--- src/rtl/config_stream_pkg.sv ---
// Purpose: shared types and codes for the CDC config stream loader.
// Latency: n/a (declarations only).
// Backpressure: n/a.
package config_stream_pkg;

   typedef enum logic [2:0] {
      IDLE,
      CMD,
      LEN,
      PAYLOAD,
      CHECK,
      RESP
   } state_t;

   localparam logic [7:0] CMD_PING    = 8'h00;
   localparam logic [7:0] CMD_WRITE   = 8'h01;

   localparam logic [7:0] ST_ACK      = 8'h00;
   localparam logic [7:0] ST_BAD_CSUM = 8'hE1;
   localparam logic [7:0] ST_BAD_CMD  = 8'hE2;
   localparam logic [7:0] ST_BAD_LEN  = 8'hE3;

endpackage

--- src/rtl/config_stream_loader_word_assembler.sv ---
// Purpose: packs payload bytes into WORD_BYTES-wide config words.
// Latency: last byte of a word accepted -> write_strobe high the next cycle.
// Backpressure: none internally; the parent stalls byte_en during the strobe cycle.
// Ports: byte_data/byte_en = accepted payload byte; word_done = this byte completes a word;
//        write_data/write_strobe = completed word, held until the next strobe.
module word_assembler #(
   parameter int WORD_BYTES = 4,
   parameter bit MSB_FIRST  = 1'b1
) (
   input  logic                    clk_i,
   input  logic                    reset_n_i,
   input  logic [7:0]              byte_data,
   input  logic                    byte_en,
   output logic                    word_done,
   output logic [8*WORD_BYTES-1:0] write_data,
   output logic                    write_strobe
);

   localparam int IW = (WORD_BYTES > 1) ? $clog2(WORD_BYTES) : 1;
   localparam logic [IW-1:0] LAST_IDX = IW'(WORD_BYTES - 1);

   logic [IW-1:0]           idx;
   logic [8*WORD_BYTES-1:0] asm_q;
   logic [8*WORD_BYTES-1:0] asm_nxt;

   // Bytes are dropped into their final lane rather than shifted, so the
   // completed word can be captured in the same cycle as its last byte.
   always_comb begin
      asm_nxt = asm_q;
      if (MSB_FIRST) begin
         asm_nxt[8*(WORD_BYTES-1-int'(idx)) +: 8] = byte_data;
      end else begin
         asm_nxt[8*int'(idx) +: 8] = byte_data;
      end
   end

   assign word_done = byte_en && (idx == LAST_IDX);

   always_ff @(posedge clk_i) begin
      if (!reset_n_i) begin
         idx          <= '0;
         asm_q        <= '0;
         write_data   <= '0;
         write_strobe <= 1'b0;
      end else begin
         write_strobe <= word_done;
         if (byte_en) begin
            asm_q <= asm_nxt;
            idx   <= word_done ? '0 : idx + 1'b1;
         end
         if (word_done) begin
            write_data <= asm_nxt;
         end
      end
   end

endmodule

--- src/rtl/config_stream_loader.sv ---
// Purpose: parses framed CDC byte packets (sync, cmd, len, payload, xor checksum) into config words.
// Latency: byte -> word strobe 1 cycle; checksum byte -> status valid 1 cycle.
// Backpressure: out_ready_o drops in RESP and in strobe cycles; status held until in_ready_i.
// Ports: out_* = CDC OUT byte stream, in_* = CDC IN status byte, write_data_o/word_write_strobe_o =
//        config word write, busy_o = frame in progress, error_count_o = saturating non-ACK count.
module config_stream_loader
   import config_stream_pkg::*;
#(
   parameter int          WORD_BYTES = 4,
   parameter bit          MSB_FIRST  = 1'b1,
   parameter logic [7:0]  SYNC_BYTE  = 8'hA5,
   parameter int          LEN_WIDTH  = 16
) (
   input  logic                    clk_i,
   input  logic                    reset_n_i,
   input  logic [7:0]              out_data_i,
   input  logic                    out_valid_i,
   output logic                    out_ready_o,
   output logic [7:0]              in_data_o,
   output logic                    in_valid_o,
   input  logic                    in_ready_i,
   output logic [8*WORD_BYTES-1:0] write_data_o,
   output logic                    word_write_strobe_o,
   output logic                    busy_o,
   output logic [7:0]              error_count_o
);

   localparam int LEN_BYTES = LEN_WIDTH / 8;
   localparam int LIW       = (LEN_BYTES > 1) ? $clog2(LEN_BYTES) : 1;
   localparam logic [LIW-1:0] LEN_LAST = LIW'(LEN_BYTES - 1);

   state_t               state, state_nxt;
   logic                 accept;
   logic                 word_done;
   logic [LEN_WIDTH-1:0] word_cnt;
   logic [LEN_WIDTH-1:0] len_nxt;
   logic [LIW-1:0]       len_idx;
   logic                 is_ping;
   logic [7:0]           csum;
   logic [7:0]           status, status_nxt;
   logic [7:0]           err_cnt;

   // Reset gating keeps every output low while reset is held.
   assign out_ready_o   = reset_n_i && (state != RESP) && !word_write_strobe_o;
   assign accept        = out_valid_i && out_ready_o;
   assign len_nxt       = (word_cnt << 8) | LEN_WIDTH'(out_data_i);
   assign busy_o        = (state != IDLE);
   assign error_count_o = err_cnt;

   word_assembler #(
      .WORD_BYTES (WORD_BYTES),
      .MSB_FIRST  (MSB_FIRST)
   ) u_asm (
      .clk_i        (clk_i),
      .reset_n_i    (reset_n_i),
      .byte_data    (out_data_i),
      .byte_en      (accept && (state == PAYLOAD)),
      .word_done    (word_done),
      .write_data   (write_data_o),
      .write_strobe (word_write_strobe_o)
   );

   always_ff @(posedge clk_i) begin
      if (!reset_n_i) begin
         state <= IDLE;
      end else begin
         state <= state_nxt;
      end
   end

   always_comb begin
      state_nxt  = state;
      status_nxt = status;
      in_valid_o = 1'b0;
      in_data_o  = 8'h00;
      case (state)
         IDLE: begin
            if (accept && out_data_i == SYNC_BYTE) state_nxt = CMD;
         end
         CMD: begin
            if (accept) begin
               if (out_data_i == CMD_WRITE || out_data_i == CMD_PING) begin
                  state_nxt = LEN;
               end else begin
                  status_nxt = ST_BAD_CMD;
                  state_nxt  = RESP;
               end
            end
         end
         LEN: begin
            if (accept && len_idx == LEN_LAST) begin
               if (is_ping && len_nxt != '0) begin
                  status_nxt = ST_BAD_LEN;
                  state_nxt  = RESP;
               end else if (len_nxt == '0) begin
                  state_nxt = CHECK;
               end else begin
                  state_nxt = PAYLOAD;
               end
            end
         end
         PAYLOAD: begin
            // word_cnt is at least 1 here; the word finishing now is the last one.
            if (word_done && word_cnt == LEN_WIDTH'(1)) state_nxt = CHECK;
         end
         CHECK: begin
            if (accept) begin
               status_nxt = (out_data_i == csum) ? ST_ACK : ST_BAD_CSUM;
               state_nxt  = RESP;
            end
         end
         RESP: begin
            in_valid_o = 1'b1;
            in_data_o  = status;
            if (in_ready_i) state_nxt = IDLE;
         end
         default: state_nxt = IDLE;
      endcase
   end

   always_ff @(posedge clk_i) begin
      if (!reset_n_i) begin
         word_cnt <= '0;
         len_idx  <= '0;
         is_ping  <= 1'b0;
         csum     <= 8'h00;
         status   <= 8'h00;
         err_cnt  <= 8'h00;
      end else begin
         status <= status_nxt;
         case (state)
            IDLE: begin
               if (accept && out_data_i == SYNC_BYTE) csum <= 8'h00;
            end
            CMD: begin
               if (accept) begin
                  is_ping <= (out_data_i == CMD_PING);
                  len_idx <= '0;
               end
            end
            LEN: begin
               if (accept) begin
                  word_cnt <= len_nxt;
                  len_idx  <= len_idx + 1'b1;
               end
            end
            PAYLOAD: begin
               if (accept)    csum     <= csum ^ out_data_i;
               if (word_done) word_cnt <= word_cnt - 1'b1;
            end
            RESP: begin
               if (in_ready_i && status != ST_ACK && err_cnt != 8'hFF) err_cnt <= err_cnt + 1'b1;
            end
            default: ;
         endcase
      end
   end

endmodule
--- config.mk ---
export PLATFORM = sky130hd
export DESIGN_NAME = config_stream_loader
export DESIGN_NICKNAME = d
export VERILOG_FILES = /design/src/rtl/config_stream_pkg.sv /design/src/rtl/config_stream_loader_word_assembler.sv /design/src/rtl/config_stream_loader.sv
export SDC_FILE = /design/constraint.sdc
export NUM_CORES = 1
export LEC_CHECK = 0
export CAP_MARGIN = 20
export CORE_ASPECT_RATIO = 1.5
export CORE_MARGIN = 1.5
export CORE_UTILIZATION = 35
export DETAILED_ROUTE_END_ITERATION = 16
export SLEW_MARGIN = 20
export SYNTH_ARGS = -nofsm -noshare
export SYNTH_HDL_FRONTEND = slang
export SYNTH_SLANG_ARGS = --single-unit
export TNS_END_PERCENT = 100
--- constraint.sdc ---
create_clock -name clk_i -period 6.5 [get_ports clk_i]
set_input_delay 1.3 -clock clk_i [delete_from_list [all_inputs] [get_ports clk_i]]
set_output_delay 1.3 -clock clk_i [all_outputs]
set_load 0.005 [all_outputs]
==> impl_metrics.yaml <==
synthesis:
  yosys.area.top_type_share_pct: 40.3
  netlist.top_cell.by_area: "dfxtp_1"
  synthDistinctLibCells: 62
  yosys.area_share.simple_pct: 23.7
  synth-xor-area-share_pct: 2.47
  synth_compound_area_share_pct: 23.4
  syn_area_per_cell_sq_um: 8.22
  synth_top_family_by_area: "simple AND/OR/NAND/NOR gates"
  yosys_warnings: 0
  postSynthCellCount: 647
  muxShareOfSynthArea_pct: 0.753
  synth_fa_ha_area_share_pct: 2.12
  synth_ff_type: "dfxtp_1"
  synth_edf_count: 0
  synthTopCellsByArea: "dfxtp_1 (40%), a211oi_1 (8.0%), nor2_1 (6.4%), a21oi_1 (5.4%), nor2b_1 (4.1%)"
  ys_seq_elements: 107
  ys_seq_area_share_pct: 40.3
  async_flop_share_pct: 0
  syn_area_sq_um: 5320
cells_and_area:
  design_area_sq_um: 6190
  layout-drive-gt1-share_pct: 4.62
  fillers: 1557
  n_antenna_cell: 0
  area_growth_pct: 16.5
  nets: 687
  regArea_sq_um: 2140
  multi_input_comb_area_sq_um: 2820
clocking:
  cts_buffers: 9
  clock_latency_ns: 0.35
  cts_resized: 0
  cts_buffer_depth: 2
  cts_max_level: 3
  postCtsHoldBufs: 0
  path_clk_slew_ns: 0.08
  tritoncts: "done"
  cts.sinks: 107
  root_buffer: "clkbuf_16"
  post-cts-setup-buffers: 0
drt:
  ant_nets: 0
  drc: 0
  wl_um: 13700
  route.detailed.wl_per_inst_um: 15.8
  via_count: 4684
  drt_iter0_drc: 161
  firstDrtPassIters: 5
  via_per_inst: 5.38
timing:
  hold_viol_final: 0
  holdWs_ns: 0.481
  rsz0062_at_grt: "no"
  relSlewSlack_pct: 25.8
  fmax_ghz: 0.239
  finalSetupTns_ns: 0
  finalClockSkew_ns: 0.00597
  setup_viol: 0
  min_period_ns: 4.18
  worst_pin_slew_ns: 1.10
  maxSlewViolCount: 0
  fin_crit_sh_pct: 64.3
grt:
  antenna_found_initial: 0
  grt_remaining_overflow: 0
  grt_max_degree: 78
  grt_pass1_vias: 4657
  track_usage_pct: 17.1
  grt_pass1_wl_um: 22500
placed_design:
  gp_congestion: 0.797
  port_buffers: 60
  place_area_sq_um: 5880
  dpl.hpwl_um: 9100
critical_path:
  r2r_start: "state[1]$_SDFFE_PN0P_"
  reg2reg_to: "u_asm.write_data[6]$_SDFFE_PN0P_"
  rrSetupSlack_ns: 3.87
  path_cells: "clkdlybuf4s50_1 -> inv_2 -> nor3_1 -> clkdlybuf4s50_1"
  endpoint_kind: "output pin"
  path_class: "in -> out"
  critPathMostFrequentCell: "clkdlybuf4s50_1"
  crit_arrival_ns: 2.88
  crit_end: "out_ready_o"
  cp-start-kind: "primary input"
  worst_path_max_delay_cell: "clkdlybuf4s50_1"
  crit_path_start: "reset_n_i"
  critical_path_peak_fanout: 13
  reg2regPathDepth: 6
  cp_data_required_time_ns: 5.20
  cp_slowest_stage_delay_ns: 0.79
power_and_ir_drop:
  power.leakage_nw: 2.08
  power_density_nw_per_um2: 236
  swShare_pct: 27.4
  clockPowerShare_pct: 39.7
  p_sw_w: 0.000400
  internal_power_w: 0.00106
  p_comb_share_pct: 12.0
  seqPwrFrac_pct: 48.3
  peakVddDrop_uv: 136
min_path:
  hold_path.class: "reg -> reg"
flow_run:
  maxCapViolCount: 0
die:
  die_height_um: 154
  core_area_sq_um: 15000
  fp.dieArea_sq_um: 16000
  rows: 55
  start_util_pct: 35.4
  num_io_pins: 64
  die_x_um: 104
outcome:
  status: "finished clean"
Yosys cell counts, drive strengths merged, types with 7 or more instances:
| master | n |
|---|---|
| dfxtp | 107 |
| nor2 | 90 |
| a21oi | 58 |
| a211oi | 57 |
| nand2 | 46 |
| clkbuf | 38 |
| nor2b | 35 |
| o21ai | 35 |
| buf | 22 |
| nand3 | 19 |
| nor3 | 12 |
| ha | 9 |
| xor2 | 9 |
| a31o | 8 |
| inv | 7 |
| nor4 | 7 |
placed cells by master, fill, tap and decap left out, types with 3 or more instances in the layout:
cell type,n
o211ai_1,3
o21ai_0,28
o21ai_1,7
clkbuf_16,9
a31o_1,7
clkdlybuf4s50_1,60
nor2_1,89
and2_1,3
nor3_1,12
o22ai_1,3
conb_1,3
nand2_1,46
nor4_1,6
ha_1,9
and3_1,6
nand3b_1,5
xnor2_1,6
inv_1,6
nand4_1,6
mux2i_1,4
nand2b_1,3
buf_4,6
nor2b_1,35
xor2_1,9
dfxtp_1,107
nor4b_1,3
and3b_1,3
nor3b_1,4
nand3_1,19
a211oi_1,57
a21oi_1,57
state kept, by name, indices dropped and copies added, names as in the netlist:
register and cells:
u_asm.write_data 32, len_idx 1, status 3, state 3
error_count_o 8, u_asm.write_strobe 1, csum 8, is_ping 1
u_asm.asm_q 32, word_cnt 16, u_asm.idx 2
worst min-delay path by stage:
stage                                 startpoint                                 to  slack [ns]  cells after the start
2_1_floorplan             status[6]$_SDFFE_PN0P_             status[6]$_SDFFE_PN0P_        0.44                      2
3_3_place_gp                is_ping$_SDFFE_PN0P_               is_ping$_SDFFE_PN0P_        0.46                      2
3_5_place_dp   u_asm.write_data[21]$_SDFFE_PN0P_  u_asm.write_data[21]$_SDFFE_PN0P_        0.47                      2
4_1_cts                     is_ping$_SDFFE_PN0P_               is_ping$_SDFFE_PN0P_        0.48                      2
5_1_grt                     is_ping$_SDFFE_PN0P_               is_ping$_SDFFE_PN0P_        0.49                      2
6_report                  status[6]$_SDFFE_PN0P_             status[6]$_SDFFE_PN0P_        0.48                      2
critical path, delay by kind of cell:
kind,cells,cell delay (ns)
buffers and inverters,3,1.38
AND/OR/NAND/NOR,1,0.19
stage by stage:
step	setup slack (ns)	std cells	utilization (%)	total power [W]
after floorplan	3.10	649	-	0.000855
after global placement	2.35	854	39.2	0.000892
after detailed placement	2.33	854	39.2	0.000896
after CTS	2.33	870	41.3	0.00147
after global routing	2.26	870	41.3	0.00152
final	2.32	870	41.3	0.00146
metal layers:
layer  track usage (%)  vias to the layer above  wire (um)
met1              19.5                     2236       6070
met5                 0                        -          0
met3              2.67                       16        431
met4              6.75                        0        242
met2              31.6                       88       6970
li1                  -                     2344          -
power groups by stage:
stage / combinational (W) / sequential (W) / clock (W)
6_report: 0.000175 / 0.000705 / 0.000579
4_1_cts: 0.000176 / 0.000706 / 0.000589
5_1_grt: 0.000193 / 0.000711 / 0.000616
3_5_place_dp: 0.000175 / 0.000721 / 0
3_3_place_gp: 0.000171 / 0.000721 / 0
2_1_floorplan: 0.000159 / 0.000697 / 0
kinds of logic after synthesis:
logic type / count (synthesis)
adders and majority gates: 9
and+or+nand+nor: 253
buffers and inverters: 68
muxes: 4
xor gates and xnor gates: 15
other: 1
DFF: 107
AOI/OAI and AO/OA: 190
cell type report:
class                           instances  area share [%]
Tap cell                              199            4.02
Inverter                                8           0.485
Timing Repair Buffer                   66            10.4
Clock buffer                           10            3.70
Sequential cell                       107            34.6
Clock inverter                          6            1.35
Multi-Input combinational cell        474            45.4
Note: power is estimated with default switching activity, not from simulation.
